===== src/rtl/usb_ulpi_packet_tx.sv =====
// ULPI link-side transmit engine: TXCMD, payload with appended CRC16, or a bare
// handshake PID, paced by USB_NXT; handles PHY bus turnaround and payload underrun.
module usb_ulpi_packet_tx #(
  parameter int LEN_W = 10
) (
  input  logic             USB_CLKIN,
  input  logic             RST,
  input  logic             USB_DIR,
  input  logic             USB_NXT,
  output logic [7:0]       USB_DATA_O,
  output logic             USB_STP,
  input  logic             start_i,
  input  logic [3:0]       pid_i,
  input  logic [LEN_W-1:0] len_i,
  input  logic [7:0]       data_i,
  input  logic             data_valid_i,
  output logic             data_ready_o,
  output logic             tx_busy_o,
  output logic             tx_done_o,
  output logic             tx_abort_o,
  output logic             tx_err_o
);

  typedef enum logic [2:0] {
    S_IDLE,
    S_TXCMD,
    S_DATA,
    S_CRC_LO,
    S_CRC_HI,
    S_STOP,
    S_UNDERRUN
  } state_t;

  state_t           state_q, state_d;
  logic [7:0]       data_q, data_d;
  logic             stp_q, stp_d;
  logic [15:0]      crc_q, crc_d;
  logic [LEN_W-1:0] cnt_q, cnt_d;
  logic             is_data_q, is_data_d;
  logic             done_q, done_d;
  logic             abort_q, abort_d;
  logic             err_q, err_d;

  // Reflected USB CRC16 (0xA001), one byte per call, LSB of the byte first.
  function automatic logic [15:0] crc16_byte(input logic [15:0] crc, input logic [7:0] b);
    logic [15:0] c;
    c = crc ^ {8'h00, b};
    for (int i = 0; i < 8; i++) begin
      c = c[0] ? ((c >> 1) ^ 16'hA001) : (c >> 1);
    end
    return c;
  endfunction

  always_comb begin
    data_ready_o = USB_NXT & ~USB_DIR & is_data_q & (cnt_q != '0) &
                   ((state_q == S_TXCMD) | (state_q == S_DATA));

    state_d   = state_q;
    data_d    = data_q;
    stp_d     = 1'b0;
    crc_d     = crc_q;
    cnt_d     = cnt_q;
    is_data_d = is_data_q;
    done_d    = 1'b0;
    abort_d   = 1'b0;
    err_d     = 1'b0;

    // PHY turnaround wins over everything else once a packet is under way.
    if ((state_q != S_IDLE) && USB_DIR) begin
      state_d = S_IDLE;
      data_d  = 8'h00;
      abort_d = 1'b1;
    end else begin
      case (state_q)
        S_IDLE: begin
          data_d = 8'h00;
          if (start_i && !USB_DIR) begin
            is_data_d = (pid_i[1:0] == 2'b11);
            cnt_d     = (pid_i[1:0] == 2'b11) ? len_i : '0;
            crc_d     = 16'hFFFF;
            data_d    = {4'b0100, pid_i};
            state_d   = S_TXCMD;
          end
        end
        S_TXCMD, S_DATA: begin
          if (USB_NXT) begin
            if (data_ready_o && !data_valid_i) begin
              data_d  = 8'hFF;
              stp_d   = 1'b1;
              state_d = S_UNDERRUN;
            end else if (!is_data_q) begin
              data_d  = 8'h00;
              stp_d   = 1'b1;
              state_d = S_STOP;
            end else if (cnt_q != '0) begin
              data_d  = data_i;
              crc_d   = crc16_byte(crc_q, data_i);
              cnt_d   = cnt_q - LEN_W'(1);
              state_d = S_DATA;
            end else begin
              data_d  = ~crc_q[7:0];
              state_d = S_CRC_LO;
            end
          end
        end
        S_CRC_LO: begin
          if (USB_NXT) begin
            data_d  = ~crc_q[15:8];
            state_d = S_CRC_HI;
          end
        end
        S_CRC_HI: begin
          if (USB_NXT) begin
            data_d  = 8'h00;
            stp_d   = 1'b1;
            state_d = S_STOP;
          end
        end
        S_STOP: begin
          data_d  = 8'h00;
          done_d  = 1'b1;
          state_d = S_IDLE;
        end
        S_UNDERRUN: begin
          data_d  = 8'h00;
          err_d   = 1'b1;
          state_d = S_IDLE;
        end
        default: begin
          data_d  = 8'h00;
          state_d = S_IDLE;
        end
      endcase
    end
  end

  always_ff @(posedge USB_CLKIN) begin
    if (RST) begin
      state_q   <= S_IDLE;
      data_q    <= 8'h00;
      stp_q     <= 1'b0;
      crc_q     <= 16'hFFFF;
      cnt_q     <= '0;
      is_data_q <= 1'b0;
      done_q    <= 1'b0;
      abort_q   <= 1'b0;
      err_q     <= 1'b0;
    end else begin
      state_q   <= state_d;
      data_q    <= data_d;
      stp_q     <= stp_d;
      crc_q     <= crc_d;
      cnt_q     <= cnt_d;
      is_data_q <= is_data_d;
      done_q    <= done_d;
      abort_q   <= abort_d;
      err_q     <= err_d;
    end
  end

  assign USB_DATA_O = data_q;
  assign USB_STP    = stp_q;
  assign tx_busy_o  = (state_q != S_IDLE) | USB_DIR;
  assign tx_done_o  = done_q;
  assign tx_abort_o = abort_q;
  assign tx_err_o   = err_q;

endmodule


===== config.mk =====
export PLATFORM = sky130hd
export DESIGN_NAME = usb_ulpi_packet_tx
export DESIGN_NICKNAME = d
export VERILOG_FILES = /design/src/rtl/usb_ulpi_packet_tx.sv
export SDC_FILE = /design/constraint.sdc
export NUM_CORES = 1
export LEC_CHECK = 0
export CORE_MARGIN = 2
export CORE_UTILIZATION = 35
export CTS_CLUSTER_DIAMETER = 40
export CTS_CLUSTER_SIZE = 16
export DETAILED_ROUTE_END_ITERATION = 12
export GPL_TIMING_DRIVEN = 0
export PLACE_DENSITY = 0.66
export REMOVE_ABC_BUFFERS = 1
export SYNTH_ARGS = -nofsm -noshare
export SYNTH_HDL_FRONTEND = slang
export SYNTH_SLANG_ARGS = --single-unit

===== constraint.sdc =====
create_clock -name USB_CLKIN -period 2.2 [get_ports USB_CLKIN]
set_clock_uncertainty 0.2 [all_clocks]
set_input_delay 0.44 -clock USB_CLKIN [delete_from_list [all_inputs] [get_ports USB_CLKIN]]
set_output_delay 0.44 -clock USB_CLKIN [all_outputs]
set_load 0.05 [all_outputs]

==> results of run 1 <==
==> logic make-up (layout without fill, tap and decap cells) <==
family | after synthesis | after routing
AND/OR/NAND/NOR | 142 | 147
flip-flops | 42 | 42
XOR/XNOR | 23 | 23
AO/OA/AOI/OAI | 93 | 93
multiplexers | 3 | 3
adder cells (fa/ha/maj) | 1 | 1
buffers and inverters | 23 | 78
==> how the worst min path moves through the flow <==
stage                        startpoint  cells after the start       endpoint
final                     USB_DATA_O[7]                      2  USB_DATA_O[7]
after global routing      USB_DATA_O[6]                      2  USB_DATA_O[6]
after CTS                 USB_DATA_O[0]                      2  USB_DATA_O[0]
after detailed placement  USB_DATA_O[0]                      2  USB_DATA_O[0]
after global placement    USB_DATA_O[5]                      2  USB_DATA_O[5]
after floorplan                cnt_q[7]                      2       cnt_q[7]
==> per-layer routing <==
metal / vias up / part of all wire [%] / track usage [%]
li1: 1261 / - / -
met3: 16 / 5.9 / 3.11
met1: 1220 / 42 / 22.3
met4: 0 / 1.9 / 6.47
met5: - / 0 / 0
met2: 106 / 50 / 28.9
==> cell usage in the layout, fill, tap and decap left out, types with 3 or more instances in the layout <==
master / instances
sky130_fd_sc_hd__a21oi_1: 29
sky130_fd_sc_hd__a21oi_2: 3
sky130_fd_sc_hd__a311oi_2: 3
sky130_fd_sc_hd__and2_4: 4
sky130_fd_sc_hd__and3_1: 4
sky130_fd_sc_hd__buf_4: 15
sky130_fd_sc_hd__buf_6: 8
sky130_fd_sc_hd__clkbuf_8: 8
sky130_fd_sc_hd__clkdlybuf4s50_1: 35
sky130_fd_sc_hd__dfxtp_1: 37
sky130_fd_sc_hd__dfxtp_2: 5
sky130_fd_sc_hd__dlymetal6s2s_1: 3
sky130_fd_sc_hd__nand2_1: 38
sky130_fd_sc_hd__nand2_2: 3
sky130_fd_sc_hd__nand2b_1: 10
sky130_fd_sc_hd__nand3_1: 8
sky130_fd_sc_hd__nor2_1: 34
sky130_fd_sc_hd__nor2_2: 4
sky130_fd_sc_hd__nor3_1: 4
sky130_fd_sc_hd__nor3_2: 10
sky130_fd_sc_hd__nor3_4: 6
sky130_fd_sc_hd__nor3b_1: 3
sky130_fd_sc_hd__o211ai_1: 5
sky130_fd_sc_hd__o21ai_0: 21
sky130_fd_sc_hd__o21ai_2: 6
sky130_fd_sc_hd__o21bai_1: 15
sky130_fd_sc_hd__xnor2_1: 4
sky130_fd_sc_hd__xnor2_2: 7
sky130_fd_sc_hd__xor2_1: 8
==> where the power goes <==
group / internal (mW) / switching, mW
Clock: 0.317 / 0.271
Sequential: 0.803 / 0.0545
Combinational: 0.527 / 0.684
Total: 1.65 / 1.01
==> critical path: stages, from the launching register on <==
cell and delay, ps:
sky130_fd_sc_hd__dfxtp_2 330, sky130_fd_sc_hd__inv_2 70, sky130_fd_sc_hd__ha_4 130, sky130_fd_sc_hd__or4b_4 510
sky130_fd_sc_hd__nor4_4 170, sky130_fd_sc_hd__buf_4 170, sky130_fd_sc_hd__nor3_2 50, sky130_fd_sc_hd__buf_6 150
==> cell type report <==
class	instances	area (sq um)	area share [%]
Clock buffer	8	110	2.98
Timing Repair Buffer	66	666	18.0
Multi-Input combinational cell	267	1930	52.4
Tap cell	96	120	3.25
Inverter	4	15.0	0.407
Sequential cell	42	847	22.9
==> stage by stage <==
stage	TNS [ps]	cell area (sq um)	worst slack, ps
3_5_place_dp	-34660	2910	-1210
2_1_floorplan	-11260	2380	-533
4_1_cts	-7590	3220	-314
5_1_grt	-9780	3690	-392
6_report	-6480	3690	-313
3_3_place_gp	-33690	2910	-1190
==> state kept, by name, summed over array words and instances (netlist names), 3 cells and up <==
| signal | cells |
|---|---|
| state_q | 3 |
| USB_DATA_O | 8 |
| cnt_q | 10 |
| crc_q | 16 |
==> repair_timing <==
item / 4_1_cts / 5_1_grt
gates resized for setup: 34 / 79
setup buffers: 13 / 12
pin swaps: 5 / 44
setup endpoints to repair: 40 / 38
gates cloned: 4 / 2
==> results.txt, run 1 <==
* Fraction of the mapped netlist area in simple logic gates: 27.9%
- TritonCTS built the clock tree.
- Final-report setup violation count: 36
- Clock buffers created by TritonCTS: 5
- Longest Clk Path Bufs: 2
- The checks that failed: setup timing.
* Die width: 88.1 microns
- Parity-gate share of the synthesized area counting xor and xnor cells: 9.24%
- For the worst setup path, the data arrival time is 1870 ps.
- The finished layout holds 483 standard cells, fillers aside.
* Std-Cell Core Area: 6830 sq um
- The die covers 7770 sq um.
* Area share of the largest cell type after synthesis: 33.9%
- Number of hold buffers added after cts: 0
- Averaged over all synthesized cells, the footprint is 7.58 sq um.
- The wire-length estimate of the detail-placed layout is 4100 microns.
- Row generation in the floorplan step produced 30 rows.
* Capturing element of the worst setup path: data_ready_o
- Among all flip-flop cells after synthesis, the most frequent one is sky130_fd_sc_hd__dfxtp_1.
- H-tree Lvls: 2
* Status: complete, but fails checks
- The routed layout has 2603 vias.
- The max-slew violation total from the final report was 0.
- Nets@finish: 415
* List of most frequent post-synthesis cells: 43 x sky130_fd_sc_hd__nand2_1, 42 x sky130_fd_sc_hd__dfxtp_1, 39 x sky130_fd_sc_hd__nor2_1
* Final hold slack: 257 ps
- Endpoint of the worst register-to-register path: cnt_q[1]
- Highest net fanout along the worst path: 5
* Remaining max-slew budget at the tightest pin: 18.3%
* Top-level I/O count: 42
- Timing-limited maximum frequency: 398 MHz
- Yosys mapped a number of flops with a built-in enable equal to 0.
- Clock tree synthesis selected as its root buffer the cell sky130_fd_sc_hd__clkbuf_8.
* Port Buffers: 41
- Number of global-route vias before repair: 2214
* Synth Instances: 327
- Number of distinct library cell variants in the gate-level netlist after synthesis: 45
- Cells fill 54.0% of the core in the end.
- Pin count of the biggest net entering global routing: 38
- The layout has 667 filler cells.
- WL final: 7530 microns
* Final antenna-violating net count: 0
* Share of the synthesized area in compound gates (AO/OA/AOI/OAI): 22.7%
* Post-layout worst setup margin: -313 ps
- Global-route wire length before repair: 10400 microns
- In the post-synthesis netlist, the biggest area contributors are sky130_fd_sc_hd__dfxtp_1 34%, sky130_fd_sc_hd__nand2_1 6.5%, sky130_fd_sc_hd__a21oi_1 6.5%, sky130_fd_sc_hd__nor2_1 5.9%, sky130_fd_sc_hd__o21ai_0 5.5%.
* Leak: 1.42 nW
- Worst-Skew Late Latency: 300 ps
* Adder-cell share of the synthesized area: 0.505%
- Subtracting the final worst setup slack from the clock period gives 2510 ps.
- The final critical path takes up 114% of the cycle.
- Of all flip-flops after synthesis, the portion carrying an async set or reset was 0%.
- Max VDD drop: 0.310 mV
- Kind of start point of the critical path: flip-flop
- The total overflow left after global routing is 0.
* GR Util All Layers: 17.3%
* Area leader, netlist: sky130_fd_sc_hd__dfxtp_1
- Among all cell types in the netlist, the one instantiated most often is sky130_fd_sc_hd__nand2_1.
- Synthesis inferred 42 register bits.
* Fraction of layout cells with a size suffix above 1: 27.4%
- Diode insertion count for antenna repair: 0
- Final estimated routing congestion in global placement: 0.806
- The Yosys step of the flow raised 0 warnings.
- The number of endpoints with negative hold slack in the final report was 0.
- STA puts the critical path data required time at 1560 ps.
* Post-detailed-route wirelength per cell: 15.6 microns
- Mux share of post-synthesis cell area: 1.26%
- The initial utilization of the core area, before any placement, comes to 36.3%.
- The setup check on the worst reg-to-reg path leaves a slack of -250 ps.
* Count of placed standard cells including taps: 445
- The floorplan step set the die height to 88.1 microns.
- The most critical setup path has its startpoint at cnt_q[1].
* Power per Cell Area: 720 nW/um^2
* Layout-stage area growth over the synthesis result: 49.0%
- STA classifies the critical path endpoint as a primary output.
- Cell count of the worst reg-to-reg path: 8
* Netlist area before placement: 2480 sq um
- Setup repair after global routing could not meet its margin everywhere.
* Category of the critical setup timing path: flip-flop to primary output
* Main combinational cell family by area after synthesis: simple AND/OR/NAND/NOR gates
- Max-capacitance violation count: 0
- Type of the worst min-delay path: flip-flop to flip-flop
* Transition at the pin with the smallest max-transition slack: 1230 ps
- R2R Path Start: cnt_q[1]
* DRC violation total after the first TritonRoute iteration: 186
- Dividing the detail-routed via count by the number of cells gives 5.39.
* Final Total Pwr: 2.66 mW
* Number of remaining DRC errors: 0
* Drt pass-1 iters: 5
- Antenna violations before repair: 0
- For this run, the register share of the synthesized area comes to 33.9%.
- The tree built by TritonCTS fans out to 42 sinks.
- Clock-pin slew on the worst setup and hold paths: 80 ps
(Power assumes the default switching activity.)
==> inputs of run 2 (changes only) <==
TNS_END_PERCENT = 10   (was unset)
==> run 2 against run 1 <==
The flow still finishes with violations (setup timing). Worst hold slack hardly changed. Total power down 10%. Non-clock buffer count decreased by 14. Global-route usage down 0.19 points. Flip-flop and latch count did not move. Via count down 6.2%. Clock power down 0.7%. Design area down 11%. Utilization decreased by 6.1 points. Largest cell class unchanged.
==> results.txt, run 2 (same netlist as run 1, synthesis figures left out) <==
- Std-Cell Core Area: 6830 sq um (unchanged)
- The fmax is 398 MHz (about the same).
- The number of H-tree branching levels came to 2 (unchanged).
- Setup repair after global routing missed its margin: true (unchanged).
- The total iterations of the first detailed-routing run is 5 (unchanged).
- The max-cap check violation count came to 0 (unchanged).
- CTS sink cnt: 42 (unchanged)
- The worst reg2reg path depth was 8 (unchanged).
- Remaining Overflow, GRT: 0 (unchanged)
* Hpwl dp: 4100 microns (unchanged)
- The final-report setup violation count is 36 (unchanged).
* Post-layout worst setup margin: -315 ps (was -313 ps)
* Clock-pin slew on the worst setup and hold paths: 80 ps (about the same)
- Most used cells in the layout excluding fill and tap cells: 40 x sky130_fd_sc_hd__nand2_1, 38 x sky130_fd_sc_hd__clkdlybuf4s50_1, 37 x sky130_fd_sc_hd__dfxtp_1, 37 x sky130_fd_sc_hd__nor2_1, 30 x sky130_fd_sc_hd__a21oi_1 (was 38 x sky130_fd_sc_hd__nand2_1, 37 x sky130_fd_sc_hd__dfxtp_1, 35 x sky130_fd_sc_hd__clkdlybuf4s50_1, 34 x sky130_fd_sc_hd__nor2_1, 29 x sky130_fd_sc_hd__a21oi_1).
* Number of flip-flops in the largest register: 16 (unchanged)
- The number of violations reported at the end of detailed-routing iteration 0 is 139 (was 186).
- Transition at the pin with the smallest max-transition slack: 1120 ps (was 1230 ps)
- Cells on Worst Hold Path: 2 (unchanged)
- Leak: 1.22 nW (was 1.42 nW)
- The largest voltage drop on the vdd net was 0.308 mV (was 0.310 mV).
- The number of endpoints with negative hold slack in the final report is 0 (unchanged).
* Area of the die: 7770 sq um (unchanged)
* Met1 usage: 21.9% (was 22.3%)
- The global routing met3 resource utilization is 3.30% (was 3.11%).
* Final hold slack: 256 ps (was 257 ps)
* Drt via density: 5.23 (was 5.39)
- Pin count of the biggest net entering global routing: 38 (unchanged)
* Shortest clock period the worst path allows after layout: 2510 ps (about the same)
* Longest Clk Path Bufs: 2 (unchanged)
* Critical path endpoint category: primary output (unchanged)
- Final estimated routing congestion in global placement: 0.806 (unchanged)
- Reg with most FFs: crc_q (unchanged)
- The initial antenna violation count was 0 (unchanged).
- Global-route track usage on met2: 29.0% (was 28.9%)
- The clock latency on the worst-skew pair is 290 ps (was 300 ps).
- The number of antenna cells inserted came to 0 (unchanged).
- Violated checks: setup timing (unchanged)
- The via count of the first global-routing pass came to 2239 (was 2214).
* Status: complete, but fails checks (unchanged)
- Port Buffers: 41 (unchanged)
- The number of buffers created by CTS came to 5 (unchanged).
- Die width: 88.1 microns (unchanged)
- The root cell of the clock tree is sky130_fd_sc_hd__clkbuf_8 (unchanged).
- The final wirelength is 6610 microns (was 7530 microns).
- The DRC violations left was 0 (unchanged).
- The most heavily used metal layer in global routing was met2 (unchanged).
* Layout-stage area growth over the synthesis result: 32.2% (was 49.0%)
- TritonCTS clock tree: done (unchanged)
- The total number of nets in the final design was 399 (was 415).
* Global-route wire length before repair: 10300 microns (was 10400 microns)
- Row cnt: 30 (unchanged)
- The setup TNS was -6170 ps (was -6480 ps).
* Portion of the clock cycle consumed by the worst path in the final layout: 114% (about the same)
- Leading cell type in the layout, fill and taps excluded: sky130_fd_sc_hd__nand2_1 (unchanged)
* Fraction of layout cells with a size suffix above 1: 15.9% (was 27.4%)
- Post-detailed-route wirelength per cell: 14.2 microns (was 15.6 microns)
- Final antenna-violating net count: 0 (unchanged)
- The power density relative to cell area came to 727 nW/um^2 (was 720 nW/um^2).
- Type of the worst min-delay path: flip-flop to flip-flop (unchanged)
* Routed vias: 2441 (was 2603)
- The max-slew violation total from the final report is 0 (unchanged).
- The category of the worst setup path launch point is a flip-flop (unchanged).
* Arrival time of data at the critical path endpoint: 1870 ps (about the same)
* Remaining max-slew budget at the tightest pin: 25.2% (was 18.3%)
- The starting density of the core was 36.3% (unchanged).
- The total routing resource utilization after global routing is 17.1% (was 17.3%).
- Highest net fanout along the worst path: 5 (unchanged)
- Category of the critical setup timing path: flip-flop to primary output (unchanged)
- Worst EP required: 1560 ps (about the same)
* Y dimension of the die: 88.1 microns (unchanged)
* Top-level I/O count: 42 (unchanged)
## run 2: cell types whose count changed in the layout (fill, tap and decap cells not counted), moves of 5 or more
cell,before,now
sky130_fd_sc_hd__nor3_1,4,18
sky130_fd_sc_hd__nor3_2,10,2
sky130_fd_sc_hd__buf_6,8,2
sky130_fd_sc_hd__nor3_4,6,0
sky130_fd_sc_hd__o21ai_1,2,8
sky130_fd_sc_hd__buf_4,15,10
sky130_fd_sc_hd__o21ai_2,6,1
## run 2: worst max-delay path: stages (launching register included)
cell	delay, ps
sky130_fd_sc_hd__dfxtp_2	330
sky130_fd_sc_hd__inv_2	70
sky130_fd_sc_hd__ha_4	130
sky130_fd_sc_hd__or4b_4	510
sky130_fd_sc_hd__nor4_4	180
sky130_fd_sc_hd__buf_4	170
sky130_fd_sc_hd__nor3_2	50
sky130_fd_sc_hd__buf_6	150
## run 2: stage by stage
stage,worst slack (ps),power [mW],util (%),cell area (sq um),cells
final,-315,2.38,47.9,3280,467
after global routing,-397,2.51,47.9,3280,467
after CTS,-314,2.36,47.4,3240,466
after detailed placement,-1210,1.60,42.6,2910,445
after global placement,-1190,1.59,42.6,2910,445
after floorplan,-533,1.37,-,2380,308
## run 2: final timing paths
check,startpoint,end,slack [ps]
min reg2reg,USB_DATA_O[7],USB_DATA_O[7],260
min,USB_DATA_O[7],USB_DATA_O[7],260
max,cnt_q[1],data_ready_o,-310
max reg2reg,cnt_q[1],crc_q[0],-250
## run 2: repair_timing
item / CTS / global route
endpoints found under the setup margin: 40 / 38
buffers inserted: 10 / 1
pin swaps: 6 / 3
gates resized for setup: 41 / 12
cloned: 3 / 0
hold buffers: 0 / 0
## run 2: routing by layer
| layer | vias up | share of wire (%) |
|---|---|---|
| met5 | - | 0 |
| met4 | 0 | 1.3 |
| met3 | 8 | 3.7 |
| met2 | 54 | 49 |
| met1 | 1154 | 46 |
| li1 | 1225 | - |
## run 2: report_power, final
part | switching, mW | leakage, nW | internal, mW
Sequential | 0.0507 | 0.343 | 0.803
Clock | 0.267 | 0.0575 | 0.317
Combinational | 0.552 | 0.816 | 0.392
Total | 0.870 | 1.22 | 1.51
## run 2: area by class of cell
type                    instances  area [sq um]
fillers                       715          3560
multi-input cells             265          1690
flip-flops and latches         42           847
repair buffers                 52           498
well taps                      96           120
clock buffers                   8           110
inverters                       4          15.0
==> inputs of run 3 (changes only) <==
CELL_PAD_IN_SITES_DETAIL_PLACEMENT = 0   (was unset)
CELL_PAD_IN_SITES_GLOBAL_PLACEMENT = 1   (was unset)
PLACE_DENSITY = 0.83   (was 0.66)
clock period = 2.3 ns   (was 2.2 ns; I/O delays follow)
==> run 3 against run 2 <==
The run still ends with setup timing left. Die area is the same. Non-clock buffer count up 3. Setup slack better by 40 ps. Via count is 0.86% higher. Count of clock-buffer cells in the layout shrank 3.
==> results.txt, run 3 (same netlist as run 1, synthesis figures left out) <==
* Antenna violations before repair: 0 (unchanged)
- Reg with most FFs: crc_q (unchanged)
- Slew Limit Fails: 0 (unchanged)
- The critical path data required time came to 1640 ps (was 1560 ps).
* Max VDD drop: 0.436 mV (was 0.308 mV)
- The total routing resource utilization after global routing is 19.2% (was 17.1%).
* Fill cells: 681 (was 715)
- Type of the worst min-delay path: flip-flop to flip-flop (unchanged)
- Highest net fanout along the worst path: 6 (was 5)
- The area of the placeable core came to 6830 sq um (unchanged).
- The number of buffers created by CTS is 5 (unchanged).
- Hpwl dp: 4220 microns (was 4100 microns)
- Portion of the clock cycle consumed by the worst path in the final layout: 112%
- Max-capacitance violation count: 0 (unchanged)
- The power density relative to cell area came to 716 nW/um^2 (was 727 nW/um^2).
- Timing-limited maximum frequency: 388 MHz
- Initial core utilization: 36.3% (unchanged)
- The launch instance of the worst min-delay path was USB_DATA_O[2] (was USB_DATA_O[7]).
- The CTS tree is done (unchanged).
* Longest Clk Path Bufs: 2 (unchanged)
- Die width: 88.1 microns (unchanged)
- The worst reg-to-reg setup slack is -200 ps (was -250 ps).
* Diode insertion count for antenna repair: 0 (unchanged)
- Y dimension of the die: 88.1 microns (unchanged)
- The via count of the first global-routing pass was 2363 (was 2239).
* Clock root cell: sky130_fd_sc_hd__clkbuf_8 (unchanged)
- The sequential standard cell area came to 846 sq um (was 847 sq um).
- Violated checks: setup timing (unchanged).
* Critical path endpoint category: primary output (unchanged)
- The area added between synthesis and finish came to 33.6% (was 32.2%).
* CTS sink cnt: 42 (unchanged)
- Drt pass-1 iters: 4 (was 5)
* Cell count of the worst reg-to-reg path: 9 (was 8)
- H-tree Lvls: 2 (unchanged)
- Category of the critical setup timing path: flip-flop to primary output (unchanged)
- The worst setup slack after placement came to -1190 ps (was -1210 ps).
- Row cnt: 30 (unchanged)
* Top-level I/O count: 42 (unchanged)
* Area of the multi-input gates: 1690 sq um (about the same)
* Global-route wire length before repair: 11500 microns (was 10300 microns)
- The setup TNS was -4390 ps (was -6170 ps).
- The cell leakage power came to 1.25 nW (was 1.22 nW).
- The number of flip-flops in the largest register was 16 (unchanged).
- Pin count of the biggest net entering global routing: 38 (unchanged)
- The final-report setup violation count was 35 (was 36).
* Clock-pin slew on the worst setup and hold paths: 90 ps (was 80 ps)
- The aggregate global routing overflow is 0 (unchanged).
- Most used cells in the layout excluding fill and tap cells: 40 x sky130_fd_sc_hd__nand2_1, 38 x sky130_fd_sc_hd__dfxtp_1, 38 x sky130_fd_sc_hd__clkdlybuf4s50_1, 36 x sky130_fd_sc_hd__nor2_1, 31 x sky130_fd_sc_hd__a21oi_1 (was 40 x sky130_fd_sc_hd__nand2_1, 38 x sky130_fd_sc_hd__clkdlybuf4s50_1, 37 x sky130_fd_sc_hd__dfxtp_1, 37 x sky130_fd_sc_hd__nor2_1, 30 x sky130_fd_sc_hd__a21oi_1).
- The share of layout cells above drive strength 1 came to 16.0% (was 15.9%).
- Cells on Worst Hold Path: 2 (unchanged)
* Worst-Skew Late Latency: 300 ps (was 290 ps)
- Arrival time of data at the critical path endpoint: 1910 ps (was 1870 ps)
- The average detailed-routed wire length per instance was 14.7 microns (was 14.2 microns).
- The total number of nets in the final design is 402 (was 399).
- The number of violations reported at the end of detailed-routing iteration 0 came to 114 (was 139).
- Port Buffers: 41 (unchanged)
* Post-layout worst setup margin: -274 ps (was -315 ps)
- The worst-case headroom to the max-slew limit came to 27.3% (was 25.2%).
- Status: complete, but fails checks (unchanged).
* Final Total Pwr: 2.37 mW (was 2.38 mW)
- Setup repair after global routing missed its margin: true (unchanged).
* Leading cell type in the layout, fill and taps excluded: sky130_fd_sc_hd__nand2_1 (unchanged)
- The category of the worst setup path launch point is a flip-flop (unchanged).
- Routed vias: 2462 (was 2441)
- The reg-to-reg endpoint was cnt_q[6] (was crc_q[0]).
* Hold Violations, Final: 0 (unchanged)
- Number of remaining DRC errors: 0 (unchanged)
- Drt via density: 5.24 (was 5.23)
- Counting I/O delays and the setup requirement, the final critical path takes 2570 ps.
- Transition at the pin with the smallest max-transition slack: 1090 ps (was 1120 ps)
- Hold Path Sink: USB_DATA_O[2] (was USB_DATA_O[7])
* R2R Path Start: cnt_q[1] (unchanged)
- The final wirelength is 6930 microns (was 6610 microns).
- The worst hold-check slack was 261 ps (was 256 ps).
* Final antenna-violating net count: 0 (unchanged)
- Final estimated routing congestion in global placement: 0.793 (was 0.806)
* Area of the die: 7770 sq um (unchanged)
[run 3: changes by cell type in the layout (fill, tap and decap cells not counted), sizes merged]
cell / delta
buf: +3
clkbuf: -3
clkinv: +2
bufinv: +1
clkdlybuf4s15: -1
dlymetal6s2s: +1
[run 3: worst max path at each step]
stage	startpoint	endpoint	slack [ps]
5_1_grt	cnt_q[1]	data_ready_o	-370
3_3_place_gp	cnt_q[0]	data_ready_o	-1140
2_1_floorplan	cnt_q[0]	data_ready_o	-450
3_5_place_dp	cnt_q[0]	data_ready_o	-1190
4_1_cts	cnt_q[1]	data_ready_o	-310
6_report	cnt_q[1]	data_ready_o	-270
[run 3: layer usage]
layer	global-route usage [%]	routed length (microns)	up-vias
li1	-	-	1234
met2	33.6	3350	57
met1	23.9	3180	1161
met4	6.20	96	0
met5	0	0	-
met3	3.30	298	10
[run 3: repair_timing]
action	CTS	global route
cloned	3	0
hold buffers	0	0
setup buffers	10	4
gates resized for setup	32	18
setup endpoints to repair	39	40
pin swaps	4	4
[run 3: area by class of cell]
| type | count | share of cell area (%) |
|---|---|---|
| clock inverters | 3 | 1.21 |
| well taps | 96 | 3.63 |
| clock buffers | 5 | 2.08 |
| flip-flops and latches | 42 | 25.5 |
| multi-input cells | 265 | 51.1 |
| repair buffers | 55 | 16.0 |
| inverters | 4 | 0.454 |
[run 3: report_power, final]
| group | switching [mW] | internal, mW |
|---|---|---|
| registers | 0.0478 | 0.767 |
| clock network | 0.269 | 0.320 |
| logic | 0.554 | 0.412 |
[run 3: worst max-delay path, stage by stage (launching register included)]
cell	delay (ps)
sky130_fd_sc_hd__dfxtp_2	330
sky130_fd_sc_hd__inv_2	80
sky130_fd_sc_hd__ha_4	140
sky130_fd_sc_hd__or4b_4	510
sky130_fd_sc_hd__nor4_4	180
sky130_fd_sc_hd__buf_4	170
sky130_fd_sc_hd__nor3_2	50
sky130_fd_sc_hd__buf_6	150
[run 3: metrics by stage]
stage | instance area [sq um] | util, % | instances
floorplan | 2380 | - | 308
global placement | 2910 | 42.6 | 445
detailed placement | 2910 | 42.6 | 445
CTS | 3210 | 47.0 | 466
global route | 3310 | 48.5 | 470
finish | 3310 | 48.5 | 470
